==> config.mk <==
export PLATFORM = sky130hd
export DESIGN_NAME = param_sync_fifo
export DESIGN_NICKNAME = d
export VERILOG_FILES = /design/src/rtl/param_sync_fifo.sv
export SDC_FILE = /design/constraint.sdc
export NUM_CORES = 1
export LEC_CHECK = 0
export CAP_MARGIN = 25
export CORE_AREA = 3 3 103 105
export CTS_BUF_LIST = sky130_fd_sc_hd__clkbuf_8
export DETAILED_ROUTE_END_ITERATION = 10
export DIE_AREA = 0 0 106 108
export PLACE_DENSITY = 0.91
export SYNTH_ARGS = -nofsm -noshare
export SYNTH_HDL_FRONTEND = slang
export SYNTH_SLANG_ARGS = --single-unit
==> constraint.sdc <==
create_clock -name CLK -period 8.19 [get_ports CLK]
set_clock_uncertainty 0.05 [all_clocks]
set_input_delay 0.819 -clock CLK [delete_from_list [all_inputs] [get_ports CLK]]
set_output_delay 0.819 -clock CLK [all_outputs]
set_load 0.005 [all_outputs]
==> src/rtl/param_sync_fifo.sv <==
// param_sync_fifo: parametrised single-clock FIFO with occupancy count, threshold flags and sticky errors.
// Define PARAM_SYNC_FIFO_FWFT_EN for first-word fall-through output; the default is a registered read.
module param_sync_fifo #(
    parameter int WIDTH    = 8,
    parameter int DEPTH    = 16,
    parameter int AF_LEVEL = 14,
    parameter int AE_LEVEL = 2
) (
    input  logic                       CLK,
    input  logic                       RST,
    input  logic                       flush,
    input  logic                       write,
    input  logic [WIDTH-1:0]           iData,
    input  logic                       read,
    output logic [WIDTH-1:0]           oData,
    output logic                       full,
    output logic                       empty,
    output logic                       almost_full,
    output logic                       almost_empty,
    output logic [$clog2(DEPTH):0]     count,
    output logic                       overflow,
    output logic                       underflow
);
    localparam int AW = $clog2(DEPTH);
    localparam logic [AW:0] DEPTH_C = (AW+1)'(DEPTH);
    localparam logic [AW:0] AF_C    = (AW+1)'(AF_LEVEL);
    localparam logic [AW:0] AE_C    = (AW+1)'(AE_LEVEL);
    localparam logic [AW:0] ONE     = (AW+1)'(1);

    logic [WIDTH-1:0] mem [DEPTH];
    logic [AW:0]      wr_ptr;
    logic [AW:0]      rd_ptr;
    logic [AW-1:0]    wr_idx;
    logic [AW-1:0]    rd_idx;
    logic             wr_acc;
    logic             rd_acc;

    // The extra pointer bit makes wr_ptr - rd_ptr the exact occupancy, including DEPTH.
    assign wr_idx       = wr_ptr[AW-1:0];
    assign rd_idx       = rd_ptr[AW-1:0];
    assign count        = wr_ptr - rd_ptr;
    assign full         = (count == DEPTH_C);
    assign empty        = (count == '0);
    assign almost_full  = (count >= AF_C);
    assign almost_empty = (count <= AE_C);
    assign wr_acc       = write & ~full;
    assign rd_acc       = read & ~empty;

    always_ff @(posedge CLK) begin
        if (RST || flush) begin
            wr_ptr    <= '0;
            rd_ptr    <= '0;
            overflow  <= 1'b0;
            underflow <= 1'b0;
        end else begin
            if (wr_acc) wr_ptr <= wr_ptr + ONE;
            if (rd_acc) rd_ptr <= rd_ptr + ONE;
            if (write && full)  overflow  <= 1'b1;
            if (read  && empty) underflow <= 1'b1;
        end
    end

    // Storage is never cleared; only the pointers define what is valid.
    always_ff @(posedge CLK) begin
        if (!RST && !flush && wr_acc) mem[wr_idx] <= iData;
    end

`ifdef PARAM_SYNC_FIFO_FWFT_EN
    assign oData = empty ? '0 : mem[rd_idx];
`else
    always_ff @(posedge CLK) begin
        if (RST)                  oData <= '0;
        else if (!flush && rd_acc) oData <= mem[rd_idx];
    end
`endif

endmodule
# ---- Word level (Yosys, flattened, before mapping)
# Memories as Yosys holds them, arrays and structs flattened. A register that Yosys moved wholly into a read port is not among the register bits.
# Index checks and enable logic that the tools add are counted.
dict set report classes {
  add_sub_neg 3
  order_cmp 2
  n_eq_ne 1
  mux 2
  bitwise 4
  reduce_logical 9
}
# cell n
set op_table {}
lappend op_table {{$add 5x1->5 const B} 2}
lappend op_table {{$eq 5x5->1 const B} 1}
lappend op_table {{$ge 5x4->1 const B} 1}
lappend op_table {{$le 5x2->1 const B} 1}
lappend op_table {{$logic_and 1x1->1} 5}
lappend op_table {{$logic_not 5->1} 1}
lappend op_table {{$sub 5x5->5} 1}
lappend op_table {{$and 1x1->1} 2}
lappend op_table {{$logic_not 1->1} 2}
lappend op_table {{$mux 1} 2}
lappend op_table {{$not 1->1} 2}
lappend op_table {{$logic_or 1x1->1} 1}
dict set report word_totals {
  ff_bits 12
  ramBits 128
  inputBits 13
  out_inout_bits 19
  wordCells 26
  mem_count 1
}
# memory words width read_ports rd_ports_with_merged_regs write_ports line
set memory_table {}
lappend memory_table {mem 16 8 1 1 1 30} ;# logic [WIDTH-1:0] mem [DEPTH];

# ---- Depth between registers and ports, before layout
dict set report depth {
  ltp_word 7
  depth_mapped 11
  ltp_nobuf 9
}

# ---- Least setup slack after synthesis
# OpenSTA, ideal clock, no wires.
dict set report synth_path {
  path_kind {register to register}
  startpoint {register rd_ptr[1]}
  endpoint {memory mem[2][0], enable pin}
  setup_ns 0.395
  arrival_time_ns 2.974
  required_time_ns 7.745
  slack_ns 4.771
  stages_incl_launch_ff 12
  n_path_buf 4
  period_less_slack_ns 3.419
  cell_sequence {dfxtp_1 buf_2 buf_2 buf_2 inv_1 ha_1 nand3b_1 nand2_1 mux2i_2 o21ai_2 buf_2 nor4_1}
}
dict set report synth_between {
  elab_chain_len 7
}
# element line
set synth_rtl {}
lappend synth_rtl {{from (decl)} 32} ;# logic [AW:0] rd_ptr;
lappend synth_rtl {{from (signal assigned)} 57} ;# if (rd_acc) rd_ptr <= rd_ptr + ONE;
lappend synth_rtl {{$sub 5x5->5} 41} ;# assign count = wr_ptr - rd_ptr;
lappend synth_rtl {{$eq 5x5->1} 42} ;# assign full = (count == DEPTH_C);
lappend synth_rtl {{$not 1->1} 46} ;# assign wr_acc = write & ~full;
lappend synth_rtl {{$and 1x1->1} 46}
lappend synth_rtl {{$logic_and 1x1->1} 65} ;# if (!RST && !flush && wr_acc) mem[wr_idx] <= iData;
lappend synth_rtl {{$mux 1} 65}
lappend synth_rtl {{$mux 1 (implied by the code)} 65}
lappend synth_rtl {{to (decl)} 30}
# No other way between the ends.

# ---- Worst setup path in the final report
dict set report layout_path {
  startpoint {register wr_ptr[0]}
  endpoint {output almost_empty}
}
dict set report layout_between {
  elab_chain_len 2
}
# element line
set layout_rtl {}
lappend layout_rtl {{from (decl)} 31} ;# logic [AW:0] wr_ptr;
lappend layout_rtl {{from (signal assigned)} 56} ;# if (wr_acc) wr_ptr <= wr_ptr + ONE;
lappend layout_rtl {{$sub 5x5->5} 41}
lappend layout_rtl {{$le 5x2->1} 45} ;# assign almost_empty = (count <= AE_C);
lappend layout_rtl {{to (decl)} 19} ;# output logic almost_empty,
# No other way between the ends.

==> flow_summary.yaml <==
run_status:
  status: "finished, final reports clean"
global_routing:
  grt.total_usage: 0.233
  grt_pass1_wl_um: 19500
  grt_pass1_vias: 3551
  antenna_found_initial: 2
  gr-total-overflow: 0
  grt_max_degree: 48
synth:
  ys_seq_elements: 148
  synthXorXnorAreaFrac: 0.00680
  synth_nets: 410
  yosysTopAreaCell: "edfxtp_1"
  synth_compound_area_frac: 0.0522
  synth_cells: 387
  yosysTopAreaCellShare: 0.614
  synth_edf_count: 128
  ys.warnings.count: 0
  yosys-top-cells-area: "edfxtp_1, dfxtp_1, mux4_1"
  synthArstFlopShare: 0
  ys.flop_type: "edfxtp_1"
  synth-simple-area-share: 0.0792
  synth_top_family_by_area: "multiplexers"
  synth-adder-area-share: 0.0212
  yosysSeqAreaShare: 0.678
  synthMuxAreaShare: 0.139
  synthDistinctLibCells: 46
  synth_area_um2: 6260
  postSynthAreaPerCell_um2: 16.2
cells_and_area:
  layout-drive-gt1-share: 0.153
  fin_nets: 460
  syn2layout_area_growth_pct: 13.7
  diodes: 0
timing:
  finalCritPeriodShare: 0.543
  slew_violations: 0
  clock.fmax_mhz: 225
  max_slew_margin: 0.520
  hold_viol_final: 0
  grt_setup_unrepaired: "no"
  tightestPinTransition_ns: 0.717
  setup_tns_ns: 0
  setup_viol: 0
  post-route-min-period_ns: 4.44
power_and_ir_drop:
  p_leak_nw: 2.36
  p_total_mw: 1.46
  vdd_drop_max_v: 0.000153
  cellPowerDensity_nw_per_um2: 206
route:
  drt_wl_total_um: 12600
  drt-wirelength-per-cell_um: 21.6
  vias: 3617
  drc: 0
  via_per_inst: 6.20
  drt_first_pass_iters: 6
  drt_iter0_drc: 316
  ant_nets: 0
floorplanning:
  core_um2: 9730
  dieArea_um2: 11400
  die_h_um: 108
  io_pins: 32
  start_util: 0.643
  die_w_um: 106
  core.rowCount: 36
min_path:
  hold_path_class: "register to register"
place:
  gp_congestion: 0.837
  place_hpwl_um: 8180
  port_buffers: 31
job:
  max_cap_viol_count: 0
clock_tree:
  post_cts.repair.setup_buffers: 0
  clock_path_buffers: 2
  insertion_delay_ns: 0.44
  clk_pin_slew_worst_paths_ns: 0.08
  cts.repair.resized: 0
  htree_num_levels: 4
  cts.hold.buffers_added: 0
  cts_sinks: 148
  root_buffer: "clkbuf_8"
  cts_buffers: 17
  cts_tree: "built"
worst_setup_path:
  crit_arrival_ns: 3.57
  worst_path_max_delay_cell: "clkdlybuf4s50_1"
  cp_max_fo: 10
  critical-path-top-delay-family: "buffers and inverters"
  slowest_delay_ns: 0.59
  crit_chain: "inv_1, ha_1, fa_1, nand2b_1, a21oi_1, xor2_2, inv_4, a2111oi_0, clkdlybuf4s50_1"
  required_ns: 7.32
  crit_type: "register to output port"
  start_kind: "register"
  crit_buf_inv: 3
  cp-end-kind: "output port"
## cell type report
cell class / instances / area [um^2]
clock buffer: 17 / 234
clock inverter: 15 / 144
fill: 586 / 2620
inverter: 8 / 32.5
multi-input combinational: 214 / 1870
sequential: 148 / 4250
tap: 133 / 166
timing repair buffer: 48 / 425
## report_power, final
part	internal, mW	switching [mW]	total [mW]
logic	0.0499	0.0595	0.109
registers	0.823	0.00282	0.826
clock network	0.247	0.282	0.529
total	1.12	0.344	1.46
## state kept, by name, summed over array words and instances, names as in the netlist
name / cells
wr_ptr: 5
rd_ptr: 5
oData: 8
overflow: 1
mem: 128
underflow: 1
## metrics by stage
| step | util | hold slack, ns | setup WS [ns] | instances | cell area [um^2] |
|---|---|---|---|---|---|
| 4_1_cts | 0.728 | 0.430 | 3.72 | 578 | 7080 |
| 5_1_grt | 0.731 | 0.447 | 3.51 | 583 | 7110 |
| 6_report | 0.731 | 0.426 | 3.75 | 583 | 7110 |
| 2_1_floorplan | - | 0.405 | 4.77 | 387 | 6260 |
| 3_3_place_gp | 0.687 | 0.411 | 4.46 | 542 | 6680 |
| 3_5_place_dp | 0.689 | 0.416 | 4.21 | 546 | 6700 |
## per-layer routing
| layer | global-route usage | share of wire |
|---|---|---|
| met5 | 0 | 0.0011 |
| met2 | 0.383 | 0.51 |
| met4 | 0.0897 | 0.021 |
| met1 | 0.301 | 0.39 |
| met3 | 0.0627 | 0.083 |
## cells in the mapped netlist, drive strengths merged, types with 6 or more instances
cell,n
edfxtp,128
mux2i,35
nand2,24
dfxtp,20
mux4,16
buf,12
nand2b,11
nor3,11
o21ai,10
a211oi,9
ha,9
mux2,9
nor2b,9
a22oi,8
inv,8
o22ai,8
or4,8
a21oi,7
nor2,6
## final timing paths
path,end,slack (ns),cells past startpoint,from
max,almost_empty,3.75,9,wr_ptr[0]
min,oData[4],0.43,2,oData[4]
max reg2reg,mem[8][1],4.72,9,wr_ptr[0]
min reg2reg,oData[4],0.43,2,oData[4]
## kinds of logic after synthesis
kind of cell,after synthesis
flops,148
simple gates,92
mux,60
compound gates,48
buf+inv,25
fa+ha+maj,10
xor+xnor,4
## layout by cell type, fill, tap and decap left out, types with 7 or more instances in the layout
cell type	synthesis	final
edfxtp_1	128	128
mux2i_1	34	34
clkdlybuf4s50_1	0	31
nand2_1	24	24
dfxtp_1	20	18
clkbuf_8	0	17
mux4_1	13	13
nand2b_1	11	11
nor3_1	11	11
nor2b_1	9	9
a211oi_1	9	9
ha_1	9	9
mux2_2	8	8
a22oi_1	8	8
o21ai_0	8	8
o22ai_1	8	8
or4_1	8	8
buf_4	1	8
inv_1	7	7
a21oi_1	7	7
## worst reg2reg max path: cells and delay by family (launching register included)
family | cells | cell delay [ns]
simple gates | 2 | 0.76
mux | 1 | 0.34
buf+inv | 2 | 0.41
flops | 1 | 0.40
compound gates | 1 | 0.23
fa+ha+maj | 2 | 0.64
xor+xnor | 1 | 0.37
No activity file was read; power rests on OpenSTA's default activity.
